$ cat config.mk
export PLATFORM = sky130hd
export DESIGN_NAME = wb_port_arbiter
export DESIGN_NICKNAME = d
export VERILOG_FILES = /design/src/rtl/lc3b_types.sv /design/src/rtl/gencc.sv /design/src/rtl/mc_wb_fifo.sv /design/src/rtl/wb_port_arbiter.sv
export SDC_FILE = /design/constraint.sdc
export NUM_CORES = 1
export LEC_CHECK = 0
export ABC_AREA = 1
export ABC_CLOCK_PERIOD_IN_PS = 2300
export CORE_UTILIZATION = 25
export DETAILED_ROUTE_END_ITERATION = 7
export GPL_TIMING_DRIVEN = 0
export HOLD_SLACK_MARGIN = 0.15
export PLACE_DENSITY = 0.47
export SETUP_SLACK_MARGIN = 0.4
export SYNTH_ARGS = -nofsm -noshare
export SYNTH_HDL_FRONTEND = slang
export SYNTH_SLANG_ARGS = --single-unit
$ cat constraint.sdc
create_clock -name clk -period 2.3 [get_ports clk]
set_input_delay 0.46 -clock clk [delete_from_list [all_inputs] [get_ports clk]]
set_output_delay 0.46 -clock clk [all_outputs]
set_load 0.01 [all_outputs]
$ cat src/rtl/lc3b_types.sv
// Shared write-back types: the request carried to the register-file port and
// the arbiter state encoding.
package lc3b_types;

    typedef struct packed {
        logic [2:0]  dest;
        logic [15:0] data;
        logic        ld_reg;
        logic        ld_cc;
    } lc3b_wb_req;

    typedef enum logic {NORMAL = 1'b0, FORCE = 1'b1} wb_arb_state;

    function automatic logic [7:0] dest_bit(input logic [2:0] d);
        return 8'(1) << d;
    endfunction

endpackage

$ cat src/rtl/gencc.sv
// Condition-code generator: exactly one of n/z/p from a 16-bit value.
module gencc (
    input  logic [15:0] data,
    output logic [2:0]  nzp
);
    always_comb begin
        if (data[15])          nzp = 3'b100;
        else if (data == '0)   nzp = 3'b010;
        else                   nzp = 3'b001;
    end
endmodule

$ cat src/rtl/mc_wb_fifo.sv
// Multicycle result FIFO. Exposes every slot's dest and occupancy so the
// arbiter can build the pending-destination mask without walking pointers.
module mc_wb_fifo
    import lc3b_types::*;
#(
    parameter int DEPTH = 2,
    localparam int PW = $clog2(DEPTH),
    localparam int CW = PW + 1
) (
    input  logic                      clk,
    input  logic                      reset_n,
    input  logic                      push,
    input  lc3b_wb_req                push_req,
    input  logic                      pop,
    output lc3b_wb_req                head,
    output logic [CW-1:0]             count,
    output logic                      full,
    output logic                      empty,
    output logic [DEPTH-1:0][2:0]     entry_dest,
    output logic [DEPTH-1:0]          entry_vld
);
    lc3b_wb_req    mem [DEPTH];
    logic [PW-1:0] wr_ptr, rd_ptr;

    assign full  = (count == CW'(DEPTH));
    assign empty = (count == '0);
    assign head  = mem[rd_ptr];

    always_ff @(posedge clk or negedge reset_n) begin
        if (!reset_n) begin
            wr_ptr <= '0;
            rd_ptr <= '0;
            count  <= '0;
        end else begin
            if (push) wr_ptr <= wr_ptr + 1'b1;
            if (pop)  rd_ptr <= rd_ptr + 1'b1;
            count <= count + CW'(push) - CW'(pop);
        end
    end

    always_ff @(posedge clk) begin
        if (push) mem[wr_ptr] <= push_req;
    end

    // A slot is live when its distance from the read pointer is below count.
    always_comb begin
        for (int i = 0; i < DEPTH; i++) begin
            logic [PW-1:0] off;
            off           = PW'(i) - rd_ptr;
            entry_vld[i]  = (CW'(off) < count);
            entry_dest[i] = mem[i].dest;
        end
    end
endmodule

$ cat src/rtl/wb_port_arbiter.sv
// Shares the register-file/CC write port between pipeline write-back and the
// multicycle unit; pipeline wins unless a buffered result has starved too long.
module wb_port_arbiter
    import lc3b_types::*;
#(
    parameter int MC_DEPTH     = 2,
    parameter int STARVE_LIMIT = 4
) (
    input  logic        clk,
    input  logic        reset_n,
    input  logic        pipe_valid,
    input  logic        pipe_ld_reg,
    input  logic        pipe_ld_cc,
    input  logic [2:0]  pipe_dest,
    input  logic [15:0] pipe_data,
    output logic        pipe_stall,
    input  logic        mc_valid,
    output logic        mc_ready,
    input  logic [2:0]  mc_dest,
    input  logic [15:0] mc_data,
    input  logic        mc_ld_cc,
    output logic        rf_we,
    output logic [2:0]  rf_dest,
    output logic [15:0] rf_data,
    output logic        cc_we,
    output logic [2:0]  cc_nzp,
    output logic [7:0]  pending_mask
);
    localparam int CW = $clog2(MC_DEPTH) + 1;
    localparam int SW = $clog2(STARVE_LIMIT + 1);

    lc3b_wb_req              head, push_req;
    logic [CW-1:0]           count;
    logic                    full, empty, push;
    logic [MC_DEPTH-1:0][2:0] entry_dest;
    logic [MC_DEPTH-1:0]     entry_vld;

    wb_arb_state   state, state_nxt;
    logic [SW-1:0] starve, starve_nxt;
    logic          p_req, m_req, grant_p, grant_m, out_m;
    logic [15:0]   wdata;
    logic [2:0]    nzp_nxt;

    assign mc_ready = (count < CW'(MC_DEPTH));
    assign push     = mc_valid & ~full;
    assign push_req = '{dest: mc_dest, data: mc_data, ld_reg: 1'b1, ld_cc: mc_ld_cc};

    mc_wb_fifo #(.DEPTH(MC_DEPTH)) u_fifo (
        .clk, .reset_n, .push, .push_req, .pop(grant_m), .head, .count,
        .full, .empty, .entry_dest, .entry_vld
    );

    always_comb begin
        p_req   = pipe_valid & (pipe_ld_reg | pipe_ld_cc);
        m_req   = ~empty;
        grant_p = (state == NORMAL) & p_req;
        grant_m = (state == FORCE) ? m_req : (~p_req & m_req);
        starve_nxt = '0;
        if (state == NORMAL && m_req && !grant_m) starve_nxt = starve + 1'b1;
        state_nxt = NORMAL;
        if (state == NORMAL && starve_nxt == SW'(STARVE_LIMIT)) state_nxt = FORCE;
    end

    // pipe_stall is registered from the next state so it is high exactly in FORCE.
    always_ff @(posedge clk or negedge reset_n) begin
        if (!reset_n) begin
            state      <= NORMAL;
            starve     <= '0;
            pipe_stall <= 1'b0;
        end else begin
            state      <= state_nxt;
            starve     <= starve_nxt;
            pipe_stall <= (state_nxt == FORCE);
        end
    end

    assign wdata = grant_m ? head.data : pipe_data;

    gencc u_gencc (.data(wdata), .nzp(nzp_nxt));

    always_ff @(posedge clk or negedge reset_n) begin
        if (!reset_n) begin
            rf_we   <= 1'b0;
            cc_we   <= 1'b0;
            rf_dest <= '0;
            rf_data <= '0;
            cc_nzp  <= '0;
            out_m   <= 1'b0;
        end else begin
            out_m <= grant_m;
            rf_we <= 1'b0;
            cc_we <= 1'b0;
            if (grant_m) begin
                rf_we   <= head.ld_reg;
                cc_we   <= head.ld_cc;
                rf_dest <= head.dest;
                rf_data <= wdata;
                cc_nzp  <= nzp_nxt;
            end else if (grant_p) begin
                rf_we   <= pipe_ld_reg;
                cc_we   <= pipe_ld_cc;
                rf_dest <= pipe_dest;
                rf_data <= wdata;
                cc_nzp  <= nzp_nxt;
            end
        end
    end

    // An M write stays pending until the cycle after it leaves the output register.
    always_comb begin
        pending_mask = out_m ? dest_bit(rf_dest) : 8'h00;
        for (int i = 0; i < MC_DEPTH; i++)
            if (entry_vld[i]) pending_mask |= dest_bit(entry_dest[i]);
    end
endmodule

==> summary.txt <==
Crit-path cells - inv_2, buf_8, o21ai_4, nand4_1, o221ai_2, buf_2
Worst-Margin Slew - 1090 ps
RSZ-0062 raised after global routing - true
Largest family of logic cells by synthesized area - simple AND/OR/NAND/NOR gates
Die area - 0.0134 mm²
Routed WL - 8.53 mm
Max incr delay on CP - 400 ps
Fmax - 472 MHz
First-pass iteration count of the detailed router - 6
Io pins - 79
Setup violators final - 0
Clk sink count - 72
HPWL after DPL - 5.98 mm
Clock Skew - 6.52 ps
H-tree depth - 3
Leakage Power - 0.00206 µW
Setup slack after layout - 181 ps
WP data required - 1840 ps
Worst path slowest cell - dfrtp_2
Reg power frac - 32.5%
Max Cap Viol - 0
Gr ovfl total - 0
Initial Util - 25.6%
Simple-gate share of the synthesized area - 22.7%
Area occupied by multi-input gates - 0.00117 mm²
Crit start category - flop
Synth Area in XOR/XNOR - 1.09%
Vias - 2618
Run status - complete, no violations
PD cells - 1320 mW/mm²
Sequential fraction of the synthesis area - 62.0%
Layout Cells excl Fill - 614
Vias in the first global route - 2620
Synth Area in Adders - 1.16%
Routed Antenna Nets - 0
DRC viols - 0
Hold Vio Cnt, Final - 0
Internal power - 3990 µW
WL/cell - 13.9 µm
Synth Area per Inst - 9.66 µm²
Die X - 116 µm
Buffers on Ports - 78
Max Slew Vio Count - 0
Cells after synthesis - 334
Nets - 485
Synth Area in Compound Gates - 7.67%
NetSw - 2270 µW
Area grow syn2layout - 47.4%
Placer Congestion - 0.827
CP Data Arrival Time - 1660 ps
Fin crit period - 2120 ps
Yosys reg bits - 72
CP max FO - 7
Switching part of the total - 36.2%
Crit path kind - flop to output pin
Clk_lat worst skew - 330 ps
Critical Path End Type - output pin
Final worst-path cycle share - 92.1%
Combinational share of power - 43.8%
Core area - 0.0126 mm²
Initial drt markers - 135
Slew headroom - 27.6%
Max clock buf depth - 2
Placed cell count - 584
Mapped Nets - 382
GR Util All Layers - 13.5%
Num CTS Buffers - 9
Vias/cell - 4.26
FP Rows - 41
First-pass GRT wire length - 13.3 mm
Clock slew at reported path FFs - 60 ps
Yosys warning count - 0
CTS root buf - clkbuf_16
CTS tree - yes
CTS Hold Buffers Added - 0
Final setup TNS - 0 ps
Initial antenna violation count - 0
Min-Delay Path Class - input port to asynchronous set/reset pin
DIE HEIGHT - 116 µm
Netlist Area Pre-Place - 0.00323 mm²
Netlist cell types - 28
FILL cells - 1293
Register area - 0.00200 mm²
Layout cell share with drive strength beyond 1 - 18.8%
Clock power share - 23.8%
Largest net degree at the start of global routing - 33
Max IR drop VDD - 384 µV
Place WS - -302 ps
N_diodes - 0
Post-synthesis mux area share - 0%
## synth_stat cells (all sizes together)
| cell type | n | share of area [%] |
|---|---|---|
| nand2 | 115 | 14 |
| edfxtp | 40 | 37 |
| nor2 | 40 | 4.7 |
| dfrtp | 32 | 25 |
| inv | 22 | 2.6 |
| nand3 | 22 | 3.4 |
| a31oi | 16 | 3.1 |
| buf | 11 | 2.4 |
| o21ai | 10 | 1.7 |
| o221ai | 6 | 1.6 |
| ha | 3 | 1.2 |
| o22ai | 3 | 0.58 |
| xor2 | 3 | 0.81 |
| clkinv | 2 | 0.23 |
| nand4 | 2 | 0.39 |
| o21bai | 2 | 0.46 |
| clkbuf | 1 | 0.12 |
| nor3 | 1 | 0.15 |
| o211ai | 1 | 0.23 |
| or2 | 1 | 0.19 |
| xnor2 | 1 | 0.27 |
## kinds of logic after synthesis
kind of cell | Yosys count
flops | 72
simple gates | 181
fa+ha+maj | 3
buf+inv | 36
compound gates | 38
xor+xnor | 4
## final timing paths
check                                 from                end  slack (ps)  cells after the start
max                          u_fifo.rd_ptr    pending_mask[1]         180                      6
min reg2reg                      starve[0]          starve[0]         440                      1
max in group asynchronous          reset_n      u_fifo.rd_ptr        1590                      1
min                                reset_n         rf_data[7]         190                      1
min in group clk                 starve[0]          starve[0]         440                      1
max reg2reg                u_fifo.count[1]  u_fifo.mem[1][15]         350                      3
## metrics by stage
stage	hold WS, ps	instance area (µm²)	utilization [%]	total power, µW
after floorplan	164	3230	-	3400
after global placement	430	4230	33.5	4480
after detailed placement	439	4220	33.5	4500
after CTS	212	4700	37.2	6220
after global routing	243	4760	37.7	6710
final	189	4760	37.7	6260
## state kept, by name (all words and copies together), names as in the netlist
signal         count
rf_data           16
starve             3
cc_we              1
rf_dest            3
cc_nzp             2
out_m              1
state              1
u_fifo.count       2
u_fifo.wr_ptr      1
u_fifo.rd_ptr      1
rf_we              1
u_fifo.mem        40
## repair_timing
item,in CTS,in global routing
endpoints found under the setup margin,62,62
buffers inserted,11,3
hold endpoints to repair,0,0
resized for setup,64,10
pin swaps,10,5
## power by group through the flow
stage | sequential (µW) | clock [µW] | combinational [µW]
after floorplan | 2100 | 0 | 1300
after global placement | 2060 | 0 | 2420
after detailed placement | 2060 | 0 | 2440
after CTS | 2040 | 1520 | 2660
after global routing | 2090 | 1580 | 3040
final | 2030 | 1490 | 2740
## per-layer routing
metal	routed length, µm	track usage [%]	share of wire (%)	vias up
met2	4140	22.2	48	78
met1	3750	17.5	44	1189
met5	0	0	0	-
li1	-	-	-	1329
met3	393	1.94	4.6	22
met4	245	6.58	2.9	0
## area by class of cell
type,instances,area share (%)
inverters,24,2.05
flip-flops and latches,72,42.1
repair buffers,92,17.9
clock buffers,9,4.73
well taps,172,4.52
plain buffers,12,2.05
multi-input cells,226,24.7
clock inverters,7,1.97
## worst max-delay path: cells and delay by family, from the launching register on
family                 cells  cell delay [ps]
flip-flops                 1              400
buffers and inverters      3              350
AND/OR/NAND/NOR            1              200
AO/OA/AOI/OAI              2              380
## cell usage in the layout (no fill, tap or decap), types with 3 or more instances in the layout
cell and count:
nand2_1 110, clkdlybuf4s50_1 66, edfxtp_1 40, nor2_1 36, dfrtp_1 31, nand3_1 17
inv_1 16, a31oi_1 16, buf_2 14, buf_4 12, clkbuf_16 9, o21ai_0 7
buf_6 6, o221ai_2 5, inv_2 4, nand3_2 4, nand2_4 3, clkinv_2 3
xor2_1 3, nor2_2 3, ha_1 3, dlygate4sd2_1 3
(Power assumes the default switching activity.)
